$ cat src/rtl/sc_game_pkg.sv
// Shared game constants: FSM state encodings, speed-level geometry and
// default divider tuning for the velocity tick path.
package sc_game_pkg;

  typedef enum logic [1:0] {
    ST_IDLE  = 2'b00,
    ST_RUN   = 2'b01,
    ST_CRASH = 2'b10
  } sc_state_e;

  localparam int LEVEL_WIDTH = 3;
  localparam int LEVEL_MAX   = (1 << LEVEL_WIDTH) - 1;

  localparam int STEP_WIDTH         = 22;
  localparam int STEP_BASE_DEFAULT  = 2_000_000;
  localparam int STEP_DEC_DEFAULT   = 250_000;
  localparam int LOCK_TICKS_DEFAULT = 3;

endpackage

$ cat src/rtl/sc_step_divider.sv
// Road-scroll step divider: counts 0..period-1 and emits a registered
// one-cycle pulse on wrap. Clear or disable parks the count at zero.
module sc_step_divider #(
  parameter int STEP_WIDTH = 22
) (
  input  logic                  SC_COUNTER_CLOCK_50,
  input  logic                  SC_COUNTER_RESET_InLow,
  input  logic [STEP_WIDTH-1:0] period,
  input  logic                  enable,
  input  logic                  clear,
  output logic                  step
);

  logic [STEP_WIDTH-1:0] count_reg, count_next;
  logic                  step_reg, step_next;

  always_comb begin
    count_next = count_reg + STEP_WIDTH'(1);
    step_next  = 1'b0;
    if (clear || !enable) begin
      count_next = '0;
    end else if (count_reg == period - STEP_WIDTH'(1)) begin
      count_next = '0;
      step_next  = 1'b1;
    end
  end

  always_ff @(posedge SC_COUNTER_CLOCK_50 or negedge SC_COUNTER_RESET_InLow) begin
    if (!SC_COUNTER_RESET_InLow) begin
      count_reg <= '0;
      step_reg  <= 1'b0;
    end else begin
      count_reg <= count_next;
      step_reg  <= step_next;
    end
  end

  assign step = step_reg;

endmodule

$ cat src/rtl/sc_speed_governor.sv
// Player-car speed governor: steps the speed level on velocity ticks, drives the
// velocity counter's clear input, and handles start and crash lockout.
module sc_speed_governor #(
  parameter int LEVEL_WIDTH = sc_game_pkg::LEVEL_WIDTH,
  parameter int STEP_WIDTH  = sc_game_pkg::STEP_WIDTH,
  parameter int STEP_BASE   = sc_game_pkg::STEP_BASE_DEFAULT,
  parameter int STEP_DEC    = sc_game_pkg::STEP_DEC_DEFAULT,
  parameter int LOCK_TICKS  = sc_game_pkg::LOCK_TICKS_DEFAULT
) (
  input  logic                   SC_COUNTER_CLOCK_50,
  input  logic                   SC_COUNTER_RESET_InLow,
  input  logic                   SC_GOV_tick_InLow,
  input  logic                   SC_GOV_start_InLow,
  input  logic                   SC_GOV_accel_InLow,
  input  logic                   SC_GOV_brake_InLow,
  input  logic                   SC_GOV_crash_InHigh,
  output logic                   SC_GOV_count_OutLow,
  output logic                   SC_GOV_step_OutHigh,
  output logic [LEVEL_WIDTH-1:0] SC_GOV_level_OutBUS,
  output logic [1:0]             SC_GOV_state_OutBUS
);
  import sc_game_pkg::*;

  localparam int                     LOCK_WIDTH = $clog2(LOCK_TICKS + 1);
  localparam logic [LEVEL_WIDTH-1:0] LEVEL_TOP  = '1;
  localparam logic [LOCK_WIDTH-1:0]  LOCK_LOAD  = LOCK_WIDTH'(LOCK_TICKS);
  localparam logic [LOCK_WIDTH-1:0]  LOCK_LAST  = LOCK_WIDTH'(1);

  sc_state_e              state_reg, state_next;
  logic [LEVEL_WIDTH-1:0] level_reg, level_next;
  logic [LOCK_WIDTH-1:0]  lock_reg, lock_next;
  logic                   tick;
  logic                   div_enable, div_clear;
  logic [STEP_WIDTH-1:0]  level_ext, period;

  assign tick = ~SC_GOV_tick_InLow;

  always_comb begin
    state_next = state_reg;
    level_next = level_reg;
    lock_next  = lock_reg;
    case (state_reg)
      ST_IDLE: begin
        level_next = '0;
        if (!SC_GOV_start_InLow) state_next = ST_RUN;
      end
      ST_RUN: begin
        if (SC_GOV_crash_InHigh) begin
          state_next = ST_CRASH;
          level_next = '0;
          lock_next  = LOCK_LOAD;
        end else if (tick) begin
          // brake has priority over accel when both are held
          if (!SC_GOV_brake_InLow) begin
            if (level_reg != '0) level_next = level_reg - LEVEL_WIDTH'(1);
          end else if (!SC_GOV_accel_InLow) begin
            if (level_reg != LEVEL_TOP) level_next = level_reg + LEVEL_WIDTH'(1);
          end
        end
      end
      ST_CRASH: begin
        level_next = '0;
        // a fresh collision reloads the lockout even on what would be the final tick
        if (SC_GOV_crash_InHigh) begin
          lock_next = LOCK_LOAD;
        end else if (tick) begin
          if (lock_reg == LOCK_LAST) begin
            state_next = ST_RUN;
            lock_next  = '0;
          end else begin
            lock_next = lock_reg - LOCK_WIDTH'(1);
          end
        end
      end
      default: begin
        state_next = ST_IDLE;
        level_next = '0;
        lock_next  = '0;
      end
    endcase
  end

  always_ff @(posedge SC_COUNTER_CLOCK_50 or negedge SC_COUNTER_RESET_InLow) begin
    if (!SC_COUNTER_RESET_InLow) begin
      state_reg <= ST_IDLE;
      level_reg <= '0;
      lock_reg  <= '0;
    end else begin
      state_reg <= state_next;
      level_reg <= level_next;
      lock_reg  <= lock_next;
    end
  end

  // Clearing on the edge that changes level/state restarts the period for the new level.
  assign level_ext  = STEP_WIDTH'(level_reg);
  assign period     = STEP_WIDTH'(STEP_BASE)
                    - (level_ext - STEP_WIDTH'(1)) * STEP_WIDTH'(STEP_DEC);
  assign div_enable = (state_reg == ST_RUN) && (level_reg != '0);
  assign div_clear  = (state_next != state_reg) || (level_next != level_reg);

  sc_step_divider #(
    .STEP_WIDTH(STEP_WIDTH)
  ) u_step_divider (
    .SC_COUNTER_CLOCK_50   (SC_COUNTER_CLOCK_50),
    .SC_COUNTER_RESET_InLow(SC_COUNTER_RESET_InLow),
    .period                (period),
    .enable                (div_enable),
    .clear                 (div_clear),
    .step                  (SC_GOV_step_OutHigh)
  );

  always_comb begin
    SC_GOV_count_OutLow = (state_reg == ST_IDLE);
    SC_GOV_level_OutBUS = level_reg;
    SC_GOV_state_OutBUS = state_reg;
  end

endmodule
$ cat config.mk
export PLATFORM = sky130hd
export DESIGN_NAME = sc_speed_governor
export DESIGN_NICKNAME = d
export VERILOG_FILES = /design/src/rtl/sc_game_pkg.sv /design/src/rtl/sc_step_divider.sv /design/src/rtl/sc_speed_governor.sv
export SDC_FILE = /design/constraint.sdc
export NUM_CORES = 1
export LEC_CHECK = 0
export CORE_MARGIN = 10
export CORE_UTILIZATION = 25
export CTS_CLUSTER_DIAMETER = 100
export DETAILED_ROUTE_END_ITERATION = 16
export GPL_ROUTABILITY_DRIVEN = 0
export PLACE_DENSITY = 0.48
export SYNTH_ARGS = -nofsm -noshare
export SYNTH_HDL_FRONTEND = slang
export SYNTH_SLANG_ARGS = --single-unit
$ cat constraint.sdc
create_clock -name SC_COUNTER_CLOCK_50 -period 5.9 [get_ports SC_COUNTER_CLOCK_50]
set_clock_uncertainty 0.1 [all_clocks]
set_input_delay 1.18 -clock SC_COUNTER_CLOCK_50 [delete_from_list [all_inputs] [get_ports SC_COUNTER_CLOCK_50]]
set_output_delay 1.18 -clock SC_COUNTER_CLOCK_50 [all_outputs]
set_load 0.05 [all_outputs]
## Yosys cells after proc, flatten, opt, wreduce, memory -nomap -nowiden

Index checks and enable logic that the tools add are counted.

| word-level totals | value |
|---|---|
| register bits | 30 |
| latch bits | 0 |
| memory bits (writable) | 0 |
| ROM bits | 0 |
| output and inout bits | 7 |
| memories kept | 0 |

| operators by class | value |
|---|---|
| add/subtract/negate cells | 7 |
| $mul | 1 |
| divide/modulo/power cells | 0 |
| order comparisons | 0 |
| eq/ne operators | 9 |
| shifts and indexed selects | 0 |
| muxes and demuxes | 22 |
| bitwise gates (word level) | 1 |
| reduce and logical (&&, ||, !) cells | 7 |

Operators by type and width:

| cell | count |
|---|---|
| $mux 22 | 2 |
| $add 22x1->22 const B | 1 |
| $eq 22x22->1 | 1 |
| $mul 22x14->18 const B | 1 |
| $sub 21x22->22 const A | 1 |
| $sub 22x1->22 const B | 1 |
| $mux 3 | 7 |
| $mux 2 | 9 |
| $pmux 2 s3 | 2 |
| $ne 3x3->1 const B | 2 |
| $eq 2x1->1 const B | 2 |
| $sub 3x1->4 const B | 1 |
| $add 3x1->3 const B | 1 |
| $ne 3x3->1 | 1 |
| $reduce_and 3->1 | 1 |
| $reduce_bool 3->1 | 1 |
| $sub 3x1->3 const B | 1 |
| $eq 2x2->1 const B | 1 |
| $logic_not 2->1 | 1 |
| $logic_or 1x1->1 | 2 |
| $mux 1 | 2 |
| $ne 2x2->1 | 1 |
| $ne 2x2->1 const B | 1 |
| $sub 2x1->2 const B | 1 |
| other kinds (3) | 3 |

## Logic depth before layout (Yosys ltp)

Gate-level depths: netlist (run 1).

| logic depth | value |
|---|---|
| depth in word-level cells | 11 |
| mapped depth | 26 |
| mapped depth without buffers | 24 |

## Hierarchy

From an unflattened synthesis (run 1), not the netlist that was laid out.

| second synthesis, totals | value |
|---|---|
| cells, all modules | 502 |
| area, all modules | 4291.6 um^2 |

By module, submodules not included:

| module | instances | cells an instance | area an instance (um^2) |
|---|---|---|---|
| sc_speed_governor | 1 | 288 | 2411.1 |
| sc_step_divider | 1 | 214 | 1880.6 |

## Worst setup path before layout (run 1)

No wires, ideal clock.

| timing | value |
|---|---|
| path type | reg2reg |
| from | register level_reg[0] (netlist: SC_GOV_level_OutBUS[0]) |
| to | register u_step_divider.step_reg (netlist: u_step_divider.step) |
| data arrival time | 6273 ps |
| path slack | -595 ps |
| cell stages (with the launch flop) | 25 |
| period minus slack after synthesis | 6495 ps |
| cells stage by stage | dfrtp_1 -> buf_6 -> inv_1 -> ha_1 -> xor2_1 -> ha_1 -> buf_2 -> xnor2_1 -> fa_1 -> inv_1 -> fa_1 -> inv_1 -> ha_1 -> inv_1 -> fa_1 -> inv_1 -> ha_1 -> clkbuf_1 -> o221ai_1 -> a32o_1 -> o31ai_1 -> a2111oi_4 -> a221oi_1 -> o22ai_2 -> o2111a_1 |

| on the way | value |
|---|---|
| longest elaborated chain between the ends | 11 |

RTL lines:

| element | RTL line | RTL |
|---|---|---|
| from (decl) | sc_speed_governor.sv:30 | `logic [LEVEL_WIDTH-1:0] level_reg, level_next;` |
| from (signal assigned) | sc_speed_governor.sv:90 | `level_reg <= level_next;` |
| parallel branches: the longest is 10 deep, another holds $mul 22x14->18 | n/a |  |
| $mux 1 (*) | sc_step_divider.sv:20 | `if (clear \|\| !enable) begin` |
| named net u_step_divider.step_next | sc_step_divider.sv:15 | `logic step_reg, step_next;` |
| to (signal assigned) | sc_step_divider.sv:34 | `step_reg <= step_next;` |
| to (decl) | sc_step_divider.sv:15 |  |

Mark *: on every way through the listed nets, which the timed path passes.
A chain may end at the register's enable or synchronous reset.

## Worst setup path after layout (run 1)

Ends and elaborated chain as after synthesis.

==> results of run 1 <==
cells by family (layout without fill, tap and decap cells):
family,Yosys count,after routing,synth area share
flops,30,30,0.176
mux,2,2,0.00470
buf+inv,68,115,0.0702
compound gates,130,130,0.240
simple gates,158,158,0.190
fa+ha+maj,57,57,0.190
xor+xnor,61,61,0.129
final cells by class:
cell class / count / share of cell area
clock buffer: 7 / 0.0263
clock inverter: 1 / 0.000923
inverter: 44 / 0.0323
multi-input combinational: 408 / 0.643
sequential: 30 / 0.139
tap: 220 / 0.0508
timing repair buffer: 63 / 0.107
timing repair:
item	in CTS	in global routing
setup buffers	0	3
pin swaps	0	8
gates cloned	0	1
setup endpoints to repair	22	22
resized for setup	4	37
hold buffers	0	0
worst paths after layout:
| check | start | slack, ns | endpoint | cells past startpoint |
|---|---|---|---|---|
| setup reg to reg | SC_GOV_level_OutBUS[0] | 0.22 | u_step_divider.step | 22 |
| hold / removal | lock_reg[1] | 0.39 | lock_reg[1] | 2 |
| min in group asynchronous | SC_COUNTER_RESET_InLow | 1.21 | u_step_divider.step | 2 |
| setup / recovery | SC_GOV_level_OutBUS[0] | 0.22 | u_step_divider.step | 22 |
| max in group asynchronous | SC_COUNTER_RESET_InLow | 4.17 | SC_GOV_level_OutBUS[1] | 2 |
| hold reg to reg | lock_reg[1] | 0.39 | lock_reg[1] | 2 |
critical path, delay by kind of cell, from the launching register on:
family	cells	cell delay, ns
flip-flops	1	0.43
AO/OA/AOI/OAI	6	1.14
adder cells (fa/ha/maj)	7	2.50
AND/OR/NAND/NOR	2	0.75
buffers and inverters	7	0.62
per-layer routing:
| layer | wire (um) | track usage | up-vias | part of all wire |
|---|---|---|---|---|
| li1 | - | - | 1922 | - |
| met1 | 5340 | 0.124 | 1859 | 0.47 |
| met2 | 5730 | 0.181 | 45 | 0.50 |
| met3 | 258 | 0.0123 | 9 | 0.022 |
| met4 | 144 | 0.0326 | 0 | 0.013 |
| met5 | 0 | 0 | - | 0 |
placed cells by master, fill, tap and decap left out, types with 12 or more instances in the layout:
| master | instances |
|---|---|
| o21ai_0 | 16 |
| fa_1 | 12 |
| xnor2_1 | 34 |
| a21oi_1 | 14 |
| ha_1 | 37 |
| o21bai_1 | 12 |
| clkdlybuf4s50_1 | 13 |
| xor2_1 | 20 |
| nor2_1 | 35 |
| inv_1 | 40 |
| nand2_1 | 39 |
| buf_4 | 43 |
| dfrtp_1 | 27 |
through the flow:
stage,std cells,setup TNS (ns)
final,773,0
after global routing,773,-0.00581
after CTS,769,0
after detailed placement,761,-1.24
after global placement,761,-0.269
after floorplan,506,0
==> metrics.md, run 1 <==
| Metric | Value |
|---|---|
| Ys flop type | dfrtp_1 |
| Placed Area | 0.00502 mm2 |
| Syn avg cell area | 8.42 um2 |
| CP Class | reg -> reg |
| Minimum clock period | 5.68 ns |
| Number of I/O port buffers | 13 |
| Die outline width | 151 um |
| Net Count, Synth | 569 |
| Worst path cell trace | or3_4 -> inv_4 -> ha_1 -> ha_1 -> fa_1 -> inv_1 -> fa_1 -> inv_1 -> ha_1 -> inv_1 -> fa_1 -> inv_1 -> ha_4 -> o2111ai_1 -> o211ai_1 -> o31ai_4 -> or3_1 -> a221oi_2 -> buf_4 -> o22ai_4 -> buf_12 -> o2111a_1 |
| Die area | 0.0227 mm2 |
| Fin. max-slew vios | 0 |
| Post-route DRC | 0 |
| Vias | 3835 |
| Max incr delay on CP | 0.50 ns |
| Core Footprint | 0.0166 mm2 |
| Pin count of the biggest net entering global routing | 31 |
| Final setup margin | 0.220 ns |
| Post-synthesis cell count | 506 |
| Critical path capture point type | register |
| Initial antenna violation count | 0 |
| Arrival @ worst endpoint | 5.74 ns |
| First-pass GRT wire length | 18900 um |
| Vias per cell | 4.96 |
| Fmax | 176 MHz |
| Most instantiated cells after synthesis | ha_1 (43), inv_1 (43), nand2_1 (39) |
| Largest register FFs | 22 |
| Area leader, netlist | dfrtp_1 |
| Max_cap viols | 0 |
| CTS clk-pin slew, worst paths | 0.05 ns |
| Pre-CTS setup slack | -0.0914 ns |
| CTS sink cnt | 30 |
| Seq/Total Area, Yosys | 0.176 |
| Area of the multi-input gates | 0.00349 mm2 |
| Layout overhead on the synthesized area | 27.3% |
| Final Cycle Share | 0.963 |
| Min Hold Slack | 0.386 ns |
| Antenna cells | 0 |
| Total Nets Final | 615 |
| H-Tree Depth | 2 |
| Largest cells by area after synthesis | dfrtp_1 (18%), ha_1 (13%), xnor2_1 (7.8%) |
| # rows | 47 |
| Layout cells sized above 1 | 0.208 |
| Final WL | 11500 um |
| Final instance area | 0.00542 mm2 |
| 1st-pass router iterations | 4 |
| EDFF count, synth | 0 |
| Critical Path RT | 5.96 ns |
| Post-synth cell types | 60 |
| CP dominant cell by count | inv_1 |
| Synth Register Bits | 30 |
| GRT overflow | 0 |
| Worst slew pin tran | 0.872 ns |
| Outcome | finished clean |
| CTS tree | yes |
| Setup Viol. Count Final | 0 |
| Routed Antenna Nets | 0 |
| Dpl hpwl | 8800 um |
| Initial Util | 0.256 |
| Critical path fanouts, max | 8 |
| Root Driver | clkbuf_16 |
| WL per Instance | 14.8 um |
| Top cell type's share of synthesized area | 0.176 |
| Vias in the first global route | 3835 |
| Ys Warns | 0 |
| Die height | 151 um |
| DR iter-0 viols | 153 |
| Layout Utilization | 0.326 |
| Total global-route track usage | 0.102 |
| Slew margin rel. | 0.419 |
| Post-Syn Area | 0.00426 mm2 |
| Startpoint Class | register |
| # IOs | 14 |
| Register area | 754 um2 |
| Final count of hold timing violations | 0 |
| Layout fillers | 1721 |
| CTS buffer count | 5 |
| Worst-Skew Late Latency | 0.28 ns |
| Clock buffer depth | 2 |
| CP max-delay cell | fa_1 |
| Async S/R FF share, synth | 1.00 |
| Hold Crit Class | reg -> reg |
Power of run 1 is left out: the tool's default activity adds up to more than one toggle a clock period on the data nets, which glitch-free logic cannot reach.
==> run 2, diff against run 1 <==
--- a/config.mk
+++ b/config.mk
@@ -6,11 +6,11 @@
 export NUM_CORES = 1
 export LEC_CHECK = 0
 export CORE_MARGIN = 10
-export CORE_UTILIZATION = 25
+export CORE_UTILIZATION = 50
 export CTS_CLUSTER_DIAMETER = 100
 export DETAILED_ROUTE_END_ITERATION = 16
 export GPL_ROUTABILITY_DRIVEN = 0
-export PLACE_DENSITY = 0.48
+export PLACE_DENSITY = 0.77
 export SYNTH_ARGS = -nofsm -noshare
 export SYNTH_HDL_FRONTEND = slang
 export SYNTH_SLANG_ARGS = --single-unit
==> metrics.md, run 2 (same netlist as run 1, synthesis figures left out) <==
| Metric | Value |
|---|---|
| Outcome | finished clean |
| Pin count of the biggest net entering global routing | 31 |
| Register area | 754 um2 |
| Initial antenna violation count | 0 |
| Dpl hpwl | 7660 um |
| Arrival @ worst endpoint | 5.85 ns |
| Layout cells sized above 1 | 0.208 |
| Layout overhead on the synthesized area | 22.7% |
| Layout fillers | 673 |
| H-Tree Depth | 2 |
| Final Cycle Share | 0.980 |
| Worst slew pin tran | 0.722 ns |
| Area of the multi-input gates | 0.00352 mm2 |
| Number of I/O port buffers | 13 |
| Hold buffer count at CTS | 0 |
| CTS sink cnt | 30 |
| CTS buffer count | 5 |
| Total global-route track usage | 0.158 |
| Routed Antenna Nets | 0 |
| Met1 Use GR | 0.192 |
| Final setup margin | 0.116 ns |
| Worst R2R Start | SC_GOV_level_OutBUS[0] |
| Antenna cells | 0 |
| 1st-pass router iterations | 4 |
| Min Hold Slack | 0.384 ns |
| Worst-Skew Late Latency | 0.28 ns |
| CP Class | reg -> reg |
| # IOs | 14 |
| Setup Viol. Count Final | 0 |
| CTS clk-pin slew, worst paths | 0.07 ns |
| R2R setup slack | 0.12 ns |
| Fmax | 173 MHz |
| Vias per cell | 6.07 |
| R2r endpoint | u_step_divider.count_reg[1] |
| CTS tree | yes |
| Most frequent cells in the layout | nand2_1 (39), inv_1 (36), nor2_1 (35) |
| Vias in the first global route | 3766 |
| Fin. max-slew vios | 0 |
| Critical path capture point type | register |
| Largest register FFs | 22 |
| Startpoint Class | register |
| Worst Reg-to-Reg Cells | 23 |
| # rows | 33 |
| Critical Path RT | 5.97 ns |
| Total Nets Final | 605 |
| Final count of hold timing violations | 0 |
| Layout Utilization | 0.633 |
| Max_cap viols | 0 |
| WL per Instance | 16.7 um |
| Worst Hold Endpoint | lock_reg[1] |
| Hold Crit Class | reg -> reg |
| Vias | 3931 |
| Root Driver | clkbuf_8 |
| Post-route DRC | 0 |
| Slew margin rel. | 0.519 |
| Die height | 112 um |
| Core Footprint | 0.00826 mm2 |
| Die area | 0.0126 mm2 |
| Minimum clock period | 5.78 ns |
| Commonest non-fill, non-tap cell in the layout | nand2_1 |
| Critical path fanouts, max | 7 |
| First-pass GRT wire length | 17400 um |
| Final WL | 10800 um |
| Hold Path Cell Cnt | 2 |
| Met3 usage | 0.0218 |
| GRT busiest layer | met2 |
| DR iter-0 viols | 208 |
| Pre-CTS setup slack | -0.270 ns |
| Initial Util | 0.516 |
| Die outline width | 112 um |
| Clock buffer depth | 2 |
| GRT met2 Usage | 0.280 |
| GRT overflow | 0 |
| Min-delay src | lock_reg[1] |
[run 2: worst max path at each step]
stage,cells after the start,endpoint,slack (ns),startpoint
after floorplan,25,u_step_divider.count_reg[11],0.02,SC_GOV_level_OutBUS[0]
after global placement,22,u_step_divider.count_reg[0],-0.09,SC_GOV_level_OutBUS[1]
after detailed placement,23,u_step_divider.count_reg[4],-0.27,SC_GOV_level_OutBUS[1]
after CTS,25,u_step_divider.count_reg[20],0.005,SC_GOV_level_OutBUS[0]
after global routing,24,u_step_divider.count_reg[1],-0.06,SC_GOV_level_OutBUS[0]
final,23,u_step_divider.count_reg[1],0.12,SC_GOV_level_OutBUS[0]
[run 2: what timing repair did]
action | CTS | global route
pin swaps | 2 | 25
gates cloned | 1 | 1
gates resized for setup | 10 | 35
endpoints found under the setup margin | 22 | 22
setup buffers | 0 | 14
[run 2: through the flow]
step,cell area [um2],std cells,TNS (ns)
6_report,5230,648,0
5_1_grt,5230,648,-0.414
4_1_cts,4920,634,0
3_5_place_dp,4710,625,-4.48
3_3_place_gp,4710,625,-1.24
2_1_floorplan,4390,506,0
[run 2: worst max-delay path, stage by stage, from the launching register on]
cell      delay (ns)
dfrtp_2         0.41
clkinv_4        0.09
ha_4            0.18
xor2_4          0.19
buf_4           0.15
xnor2_2         0.12
ha_1            0.32
fa_1            0.50
inv_1           0.05
fa_1            0.49
inv_1           0.06
ha_4            0.24
fa_1            0.53
ha_4            0.25
a21o_1          0.17
a211o_1         0.32
a41oi_2         0.22
nor3_2          0.08
or4_4           0.55
o22ai_4         0.23
buf_6           0.14
buf_12          0.11
buf_4           0.11
o22ai_2         0.05
[run 2: cell type report]
cell class                      instances  area share
Clock inverter                          2      0.0115
Multi-Input combinational cell        408       0.673
Sequential cell                        30       0.144
Tap cell                              105      0.0251
Inverter                               44      0.0335
Timing Repair Buffer                   53      0.0965
Clock buffer                            6      0.0158
[run 2: layer usage]
layer / wire [um] / vias to the layer above
met4: 285 / 0
met1: 4590 / 1918
met5: 0 / -
li1: - / 1895
met3: 408 / 23
met2: 5510 / 95
Power of run 2 is left out for the same reason.
